<file path="src/rtl/sf_pkg.sv">
// Shared constants and helpers for the sf_filter moving-average smoother.
// Optional macro SF_ROUND_EN (used in sf_filter) selects round-half-up scaling.
package sf_pkg;

   localparam int unsigned DefDataW    = 16;
   localparam int unsigned DefLog2Taps = 2;

   // Widest intermediate the saturate helper handles
   localparam int unsigned MaxW = 64;

   function automatic int unsigned sum_w(input int unsigned data_w,
                                         input int unsigned log2_taps);
      return data_w + log2_taps;
   endfunction

   // Clamp a sign-extended value to the signed range of data_w bits.
   function automatic logic signed [MaxW-1:0] saturate(input logic signed [MaxW-1:0] value,
                                                       input int unsigned data_w);
      logic signed [MaxW-1:0] max_val;
      logic signed [MaxW-1:0] min_val;
      logic signed [MaxW-1:0] result;
      max_val = (MaxW'(1) << (data_w - 1)) - MaxW'(1);
      min_val = -max_val - MaxW'(1);
      if (value > max_val) begin
         result = max_val;
      end else if (value < min_val) begin
         result = min_val;
      end else begin
         result = value;
      end
      return result;
   endfunction

endpackage

</file>
<file path="src/rtl/sf_delay_line.sv">
// TAPS-deep signed shift register with synchronous clear; exposes the entry
// that drops out on the next shift.
module sf_delay_line #(
   parameter int unsigned WIDTH = 16,
   parameter int unsigned DEPTH = 4
) (
   input  logic                    clk,
   input  logic                    clr,
   input  logic signed [WIDTH-1:0] data_in,
   output logic signed [WIDTH-1:0] oldest
);

   logic signed [WIDTH-1:0] taps_q [DEPTH];

   always_ff @(posedge clk) begin
      if (clr) begin
         for (int i = 0; i < DEPTH; i++) begin
            taps_q[i] <= '0;
         end
      end else begin
         taps_q[0] <= data_in;
         for (int i = 1; i < DEPTH; i++) begin
            taps_q[i] <= taps_q[i-1];
         end
      end
   end

   assign oldest = taps_q[DEPTH-1];

endmodule

</file>
<file path="src/rtl/sf_filter.sv">
// Streaming moving-average filter over the last 2^LOG2_TAPS signed samples.
// Define SF_ROUND_EN for round-half-up scaling; default build truncates (floor).
module sf_filter
   import sf_pkg::*;
#(
   parameter int unsigned DATA_W    = DefDataW,
   parameter int unsigned LOG2_TAPS = DefLog2Taps
) (
   input  logic                     clk,
   input  logic                     rst,
   input  logic signed [DATA_W-1:0] data_in,
   output logic signed [DATA_W-1:0] data_out
);

   localparam int unsigned Taps = 1 << LOG2_TAPS;
   localparam int unsigned SumW = sum_w(DATA_W, LOG2_TAPS);

   logic signed [DATA_W-1:0] oldest;
   logic signed [SumW-1:0]   sum_q;
   logic signed [SumW-1:0]   sum_d;
   logic signed [SumW-1:0]   in_ext;
   logic signed [SumW-1:0]   old_ext;
   logic signed [SumW:0]     scaled_pre;
   logic signed [SumW:0]     scaled;
   logic signed [MaxW-1:0]   wide;
   logic signed [DATA_W-1:0] data_out_d;

   sf_delay_line #(
      .WIDTH (DATA_W),
      .DEPTH (Taps)
   ) u_delay_line (
      .clk     (clk),
      .clr     (rst),
      .data_in (data_in),
      .oldest  (oldest)
   );

`ifdef SF_ROUND_EN
   localparam logic signed [SumW:0] RoundBias = (SumW+1)'(1) << (LOG2_TAPS - 1);
`endif

   always_comb begin
      in_ext  = {{LOG2_TAPS{data_in[DATA_W-1]}}, data_in};
      old_ext = {{LOG2_TAPS{oldest[DATA_W-1]}}, oldest};
      sum_d   = sum_q + in_ext - old_ext;

      // One extra bit keeps the rounding bias from overflowing
      scaled_pre = {sum_d[SumW-1], sum_d};
`ifdef SF_ROUND_EN
      scaled_pre = scaled_pre + RoundBias;
`endif
      scaled     = scaled_pre >>> LOG2_TAPS;
      wide       = {{(MaxW-SumW-1){scaled[SumW]}}, scaled};
      data_out_d = DATA_W'(saturate(wide, DATA_W));
   end

   always_ff @(posedge clk) begin
      if (rst) begin
         sum_q    <= '0;
         data_out <= '0;
      end else begin
         sum_q    <= sum_d;
         data_out <= data_out_d;
      end
   end

endmodule

</file>
<file path="config.mk">
export PLATFORM = sky130hd
export DESIGN_NAME = sf_filter
export DESIGN_NICKNAME = d
export VERILOG_FILES = /design/src/rtl/sf_pkg.sv /design/src/rtl/sf_delay_line.sv /design/src/rtl/sf_filter.sv
export SDC_FILE = /design/constraint.sdc
export NUM_CORES = 1
export LEC_CHECK = 0
export CAP_MARGIN = 20
export CORE_MARGIN = 10
export CORE_UTILIZATION = 56
export DETAILED_ROUTE_END_ITERATION = 7
export DONT_BUFFER_PORTS = 1
export PLACE_DENSITY = 0.77
export SLEW_MARGIN = 20
export SYNTH_ARGS = -nofsm -noshare
export SYNTH_HDL_FRONTEND = slang
export SYNTH_SLANG_ARGS = --single-unit
</file>
<file path="constraint.sdc">
create_clock -name clk -period 5.53 [get_ports clk]
set_input_delay 0.8295 -clock clk [delete_from_list [all_inputs] [get_ports clk]]
set_output_delay 0.8295 -clock clk [all_outputs]
set_load 0.01 [all_outputs]
</file>
==> metrics.md, run 1 <==
| Metric | Value |
|---|---|
| DRC violations left | `0` |
| Final setup fails | `0` |
| CTS buffer count | `9` |
| Cells on Worst Hold Path | `1` |
| Layout cell share with drive strength beyond 1 | `0.0592` |
| Crit path DAT | `roughly 3.3 ns` |
| Setup crit end kind | `flip-flop` |
| DRT iter0 DRCs | `~120` |
| CTS tree | `yes` |
| CP required | `just under 6 ns` |
| VDD IR-drop max | `between 0.2 and 0.25 mV` |
| Latest clock arrival within the worst-skew pair | `approximately 0.36 ns` |
| Most instantiated cells after synthesis | `98 x dfxtp_1, 68 x inv_1, 54 x nor2b_1` |
| # port buffers | `0` |
| Synth area leader | `dfxtp_1` |
| Initial antenna violation count | `0` |
| DP HPWL | `between 4000 and 5000 um` |
| Die H | `106 um` |
| Largest net degree at the start of global routing | `between 100 and 150` |
| Bufs on Longest Clock Path | `2` |
| Final WL | `roughly 6500 um` |
| Hold endpoint | `u_delay_line.taps_q[2][4]` |
| IO Pins | `34` |
| Asr flop ratio synth | `0` |
| Routability cong. | `roughly 0.88` |
| CTS Sinks | `98` |
| Switching Power | `between 0.0008 and 0.0009 W` |
| Reg2Reg Depth | `9` |
| First-pass GRT wire length | `between 10000 and 15000 um` |
| Post-synthesis net count | `roughly 480` |
| Area Growth Syn to Fin | `6.47%` |
| Core ar. | `a little over 7000 um^2` |
| Final-report hold violation count | `0` |
| Most common cell in the netlist | `dfxtp_1` |
| Post-Syn Area | `around 4100 um^2` |
| Die area | `around 11000 um^2` |
| Max-slew violations | `0` |
| Met2 GRT Util | `0.189` |
| Yosys warning count | `0` |
| R2r setup slk | `approximately 2.7 ns` |
| Final Critical Period | `between 3 and 4 ns` |
| Seq pwr share | `0.373` |
| Row Count | `31` |
| Total negative slack | `0 ns` |
| # fillers | `roughly 630` |
| Relative slew margins | `0.633` |
| DR vias | `around 2600` |
| Number of global-route vias before repair | `2511` |
| Leak Pwr | `1.95 nW` |
| Die width | `106 um` |
| Startpoint Class | `primary input` |
| H-Tree Depth | `3` |
| Met3 Usage GRT | `0.0384` |
| GRT Residual Overflow | `0` |
| Seq/Total Area, Yosys | `0.478` |
| Post-route ant nets | `0` |
| Number of synthesized flops with an enable pin | `0` |
| Gr busiest metal | `met2` |
| Root Buffer | `clkbuf_8` |
| Cell count after synthesis | `~420` |
| Non-Filler Instances | `around 520` |
| Initial Utilization | `0.572` |
| Crit Reg-Reg Endpoint | `sum_q[14]` |
| Worst-path clk slew | `0.09 ns` |
| Top cell type's share of synthesized area | `0.478` |
| Library cells used by synthesis | `45` |
| Status | `complete, no violations` |
| Tot GR Track Use | `0.123` |
| Post-CTS Resized | `0` |
| Placed cell count | `between 500 and 600` |
| Worst-path fanout max | `4` |
| Initial DRT Pass Iterations | `4` |
| Hold Path Class | `reg2reg` |
| GR Util met1 | `0.153` |
| Drt wl/cell | `~13 um` |
| Ant diodes | `0` |
| Main synth FF type | `dfxtp_1` |
| RSZ-0062 raised after global routing | `no` |
| DP Worst Slack | `~2.2 ns` |
| Fmax | `approximately 330 MHz` |
| Setup slack after layout | `~2.5 ns` |
| Skew final | `approximately 0.0086 ns` |
| Fin nets | `around 470` |
| Sw frac | `0.376` |
| Pwr dens | `548 nW/um^2` |
| Postcts setup bufs | `0` |
| Register bit total from synthesis | `98` |
| Vias per cell | `just under 5` |
| Internal Pwr Total | `around 0.0015 W` |
| Hold path startpoint | `u_delay_line.taps_q[1][4]` |
| RR Startpoint | `sum_q[1]` |
| Clk pwr share | `0.201` |
| WS Path Type | `in2reg` |
| Worst Max-Slew Pin Slew | `around 0.55 ns` |
| Logic pwr share | `0.426` |
| Largest cells by area after synthesis | `dfxtp_1 48%, fa_1 8.3%, nor2b_1 8.2%` |
| Maxcap violations | `0` |
| Syn avg cell area | `9.72 um^2` |
| Period utilisation layout | `0.553` |
| Hold Buf Count CTS | `0` |
## layout make-up
| class | instances | area, um^2 | area share |
|---|---|---|---|
| multi-input combinational | 241 | 1820 | 0.416 |
| clock inverter | 4 | 76.3 | 0.0175 |
| clock buffer | 11 | 131 | 0.0301 |
| tap | 99 | 124 | 0.0284 |
| sequential | 98 | 1960 | 0.449 |
| inverter | 68 | 255 | 0.0584 |
## metrics by stage
step,power [W],area [um^2],util,hold slack [ns]
floorplan,0.00172,4100,-,0.414
global placement,0.00189,4160,0.580,0.416
detailed placement,0.00192,4160,0.580,0.422
CTS,0.00241,4370,0.609,0.445
global route,0.00259,4370,0.609,0.451
finish,0.00239,4370,0.609,0.436
## critical path: stages
cell and delay (ns):
inv_1 0.05, fa_1 0.54, inv_1 0.07, fa_1 0.47
a211oi_1 0.29, o21ai_2 0.12, a21oi_1 0.38, o31a_1 0.23
mux2_1 0.34
## placed cells by master (no fill, tap or decap), types with 3 or more instances in the layout
master    netlist  layout
dfxtp_1        98      98
inv_1          68      68
nor2b_1        54      54
nor2_1         38      38
ha_1           19      19
a21oi_1        17      17
fa_1           17      17
nand2_1        15      15
nor3_1         12      12
clkbuf_8        0       9
mux2_1          6       6
o21ai_0         6       6
xnor2_1         5       5
nand3_1         5       5
a21o_1          4       4
xor2_1          4       4
o21a_1          4       4
a21oi_2         3       3
## kinds of logic (layout without fill, tap and decap cells)
group	count (synthesis)	in the layout	share of synthesized area
xor+xnor	9	9	0.0192
simple gates	140	140	0.182
fa+ha+maj	36	36	0.141
compound gates	50	50	0.0845
flops	98	98	0.478
mux	6	6	0.0165
buf+inv	83	83	0.0784
## routing by layer
layer  up-vias  share of wire
met5         -              0
met4         0          0.029
met3        24          0.042
met2        58           0.44
met1      1150           0.49
li1       1318              -
## worst max-delay path by stage
stage | startpoint | to
floorplan | data_in[1] | data_out[14]
global placement | data_in[1] | data_out[12]
detailed placement | data_in[1] | sum_q[14]
CTS | data_in[1] | sum_q[14]
global route | data_in[1] | sum_q[14]
finish | data_in[1] | sum_q[14]
## power by group through the flow
stage	sequential, W	combinational (W)	clock [W]
2_1_floorplan	0.000894	0.000830	0
4_1_cts	0.000896	0.00101	0.000499
3_3_place_gp	0.000909	0.000978	0
6_report	0.000891	0.00102	0.000482
3_5_place_dp	0.000912	0.00100	0
5_1_grt	0.000903	0.00116	0.000521
## registers in the layout, indices dropped and copies added (netlist names)
name,count
u_delay_line.taps_q,64
data_out,16
sum_q,18
Note: power is estimated with default switching activity, not from simulation.
==> run 2: changes to the inputs <==
==> constraint.sdc (replaced) <==
create_clock -name clk -period 3.15 [get_ports clk]
set_input_delay 0.4725 -clock clk [delete_from_list [all_inputs] [get_ports clk]]
set_output_delay 0.4725 -clock clk [all_outputs]
set_load 0.01 [all_outputs]
==> run 2 against run 1 <==
Compared with the run above:
- final area up 0.17%
- total power increased by 73%
- worst setup slack worse by 2.0 ns
- first-iteration DRC count up 41%
- combinational power grew 76%
- hold slack lost 0.26 ns
- cell count up 0.38%
- clock skew shrank 0.0010 ns
- critical path depth fell by 1
- die area is the same
- critical path type is now reg2reg
==> metrics.md, run 2 (synthesized netlist as in run 1, its figures left out) <==
| Metric | Value |
|---|---|
| R2r setup slk | `0.42 ns` |
| Die area | `11200 um^2` |
| First-pass GRT wire length | `roughly 11000 um` |
| Relative slew margins | `0.673` |
| DP Worst Slack | `0.210 ns` |
| Critical path's top delay family | `adder cells` |
| Seq pwr share | `0.379` |
| Ant diodes | `0` |
| Internal Pwr Total | `between 0.002 and 0.003 W` |
| Startpoint Class | `flip-flop` |
| Reg2Reg Depth | `8` |
| Final WL | `~6400 um` |
| Bufs on Longest Clock Path | `2` |
| Root Buffer | `clkbuf_8` |
| Post-route ant nets | `0` |
| DP HPWL | `about 4800 um` |
| Area Growth Syn to Fin | `6.65%` |
| Period utilisation layout | `0.865` |
| Setup slack after layout | `about 0.42 ns` |
| Initial antenna violation count | `0` |
| Drt wl/cell | `between 10 and 15 um` |
| Worst path bufs/invs | `1` |
| Skew final | `0.00756 ns` |
| RR Startpoint | `u_delay_line.taps_q[3][1]` |
| Leak Pwr | `between 1.5 and 2 nW` |
| DR vias | `approximately 2600` |
| Hold Path Class | `in2reg` |
| Hold path startpoint | `rst` |
| Crit-path cells | `fa_1 -> inv_1 -> fa_1 -> a211oi_1 -> o21ai_2 -> a31o_2 -> a31oi_2 -> mux2_1` |
| Sw frac | `0.370` |
| Initial DRT Pass Iterations | `4` |
| Latest clock arrival within the worst-skew pair | `about 0.36 ns` |
| Initial Utilization | `0.572` |
| # fillers | `636` |
| Core ar. | `7180 um^2` |
| Final-report hold violation count | `0` |
| VDD IR-drop max | `0.381 mV` |
| Routability cong. | `0.897` |
| Layout Utilization | `0.610` |
| Clk pwr share | `0.188` |
| Layout cell share with drive strength beyond 1 | `0.0660` |
| Tot GR Track Use | `0.125` |
| Non-Filler Instances | `roughly 520` |
| Fmax | `367 MHz` |
| Max-slew violations | `0` |
| Most used cell, CP | `fa_1` |
| IO Pins | `34` |
| Vias per cell | `between 4 and 5` |
| Number of global-route vias before repair | `approximately 2500` |
| Fin nets | `between 400 and 500` |
| GRT Residual Overflow | `0` |
| CP required | `3.39 ns` |
| Logic pwr share | `0.433` |
| Total negative slack | `0 ns` |
| Row Count | `31` |
| Pwr dens | `947 nW/um^2` |
| Placed cell count | `509` |
| RSZ-0062 raised after global routing | `no` |
| Cells on Worst Hold Path | `1` |
| CP max stage delay | `0.51 ns` |
| Sequential cell area | `approximately 2000 um^2` |
| Max FFs per register | `64` |
| # port buffers | `0` |
| DRT iter0 DRCs | `between 150 and 200` |
| Hold Buf Count CTS | `0` |
| Largest net degree at the start of global routing | `between 100 and 150` |
| WS Path Type | `reg2reg` |
| Die H | `about 110 um` |
| DRC violations left | `0` |
| Area of the multi-input gates | `1820 um^2` |
| Most frequent standard cell in the layout excluding fill and tap cells | `dfxtp_1` |
| Worst-path fanout max | `3` |
| Die width | `approximately 110 um` |
| Most frequent cells in the layout | `98 x dfxtp_1, 68 x inv_1, 54 x nor2b_1, 38 x nor2_1, 19 x ha_1` |
| Postcts setup bufs | `0` |
| Maxcap violations | `0` |
| CTS tree | `yes` |
| CTS buffer count | `9` |
| Setup crit end kind | `flip-flop` |
| Switching Power | `approximately 0.0015 W` |
| Crit Reg-Reg Endpoint | `data_out[14]` |
| Final Critical Period | `2.73 ns` |
| Biggest register | `u_delay_line.taps_q` |
| Hold Slack | `about 0.18 ns` |
| Biggest regs | `u_delay_line.taps_q: 64 flops, sum_q: 18 flops, data_out: 16 flops` |
| Crit path DAT | `2.97 ns` |
| H-Tree Depth | `3` |
| Worst Max-Slew Pin Slew | `between 0.4 and 0.5 ns` |
| Status | `complete, no violations` |
| Worst-path clk slew | `roughly 0.080 ns` |
| Worst path slowest cell | `fa_1` |
| Final setup fails | `0` |
| Hold endpoint | `u_delay_line.taps_q[0][12]` |
| Post-CTS Resized | `0` |
| CTS Sinks | `between 90 and 100` |
==> run 2: worst max-delay path by stage <==
stage                                   start      endpoint  slack [ns]  cells past startpoint
floorplan                          data_in[1]  data_out[14]        0.33                      9
global placement                   data_in[1]     sum_q[16]        0.26                      9
detailed placement                 data_in[1]  data_out[14]        0.21                      9
CTS                 u_delay_line.taps_q[3][1]  data_out[14]        0.42                      8
global route                         sum_q[4]  data_out[13]        0.28                      9
finish              u_delay_line.taps_q[3][1]  data_out[14]        0.42                      8
==> run 2: worst reg2reg max path, delay by kind of cell, from the launching register on <==
kind	cells	cell delay, ns
AOI/OAI and AO/OA	4	0.91
buffers and inverters	1	0.07
muxes	1	0.33
adders and majority gates	2	0.98
DFF	1	0.33
==> run 2: stage by stage <==
stage	cell area [um^2]	total power [W]
final	4380	0.00414
after global routing	4380	0.00453
after CTS	4380	0.00420
after detailed placement	4180	0.00340
after global placement	4180	0.00335
after floorplan	4100	0.00303
==> run 2: area by class of cell <==
class                   instances  area share
clock buffers                  12      0.0355
inverters                      68      0.0583
repair buffers                  3     0.00515
clock inverters                 2     0.00858
well taps                      99      0.0283
flip-flops and latches         98       0.448
multi-input cells             241       0.416
==> run 2: per-layer routing <==
metal,vias up,track usage,wire length [um],share of wire
met5,-,0,0,0
met3,19,0.0402,301,0.047
li1,1325,-,-,-
met1,1180,0.154,3010,0.47
met4,0,0.0677,205,0.032
met2,53,0.192,2890,0.45
==> run 2: power by group through the flow <==
stage          registers (W)  clock network [W]  logic [W]
6_report             0.00157           0.000778    0.00180
5_1_grt              0.00159           0.000866    0.00207
2_1_floorplan        0.00157                  0    0.00146
3_5_place_dp         0.00160                  0    0.00180
3_3_place_gp         0.00160                  0    0.00175
4_1_cts              0.00158           0.000808    0.00181
==> run 3: changes to the inputs <==
--- a/config.mk
+++ b/config.mk
@@ -11,7 +11,7 @@
 export DETAILED_ROUTE_END_ITERATION = 7
 export DONT_BUFFER_PORTS = 1
 export PLACE_DENSITY = 0.77
-export SLEW_MARGIN = 20
+export SLEW_MARGIN = 10
 export SYNTH_ARGS = -nofsm -noshare
 export SYNTH_HDL_FRONTEND = slang
 export SYNTH_SLANG_ARGS = --single-unit
==> results of run 3 <==
The final DEF is identical to that of run 2; final timing and power are the same.
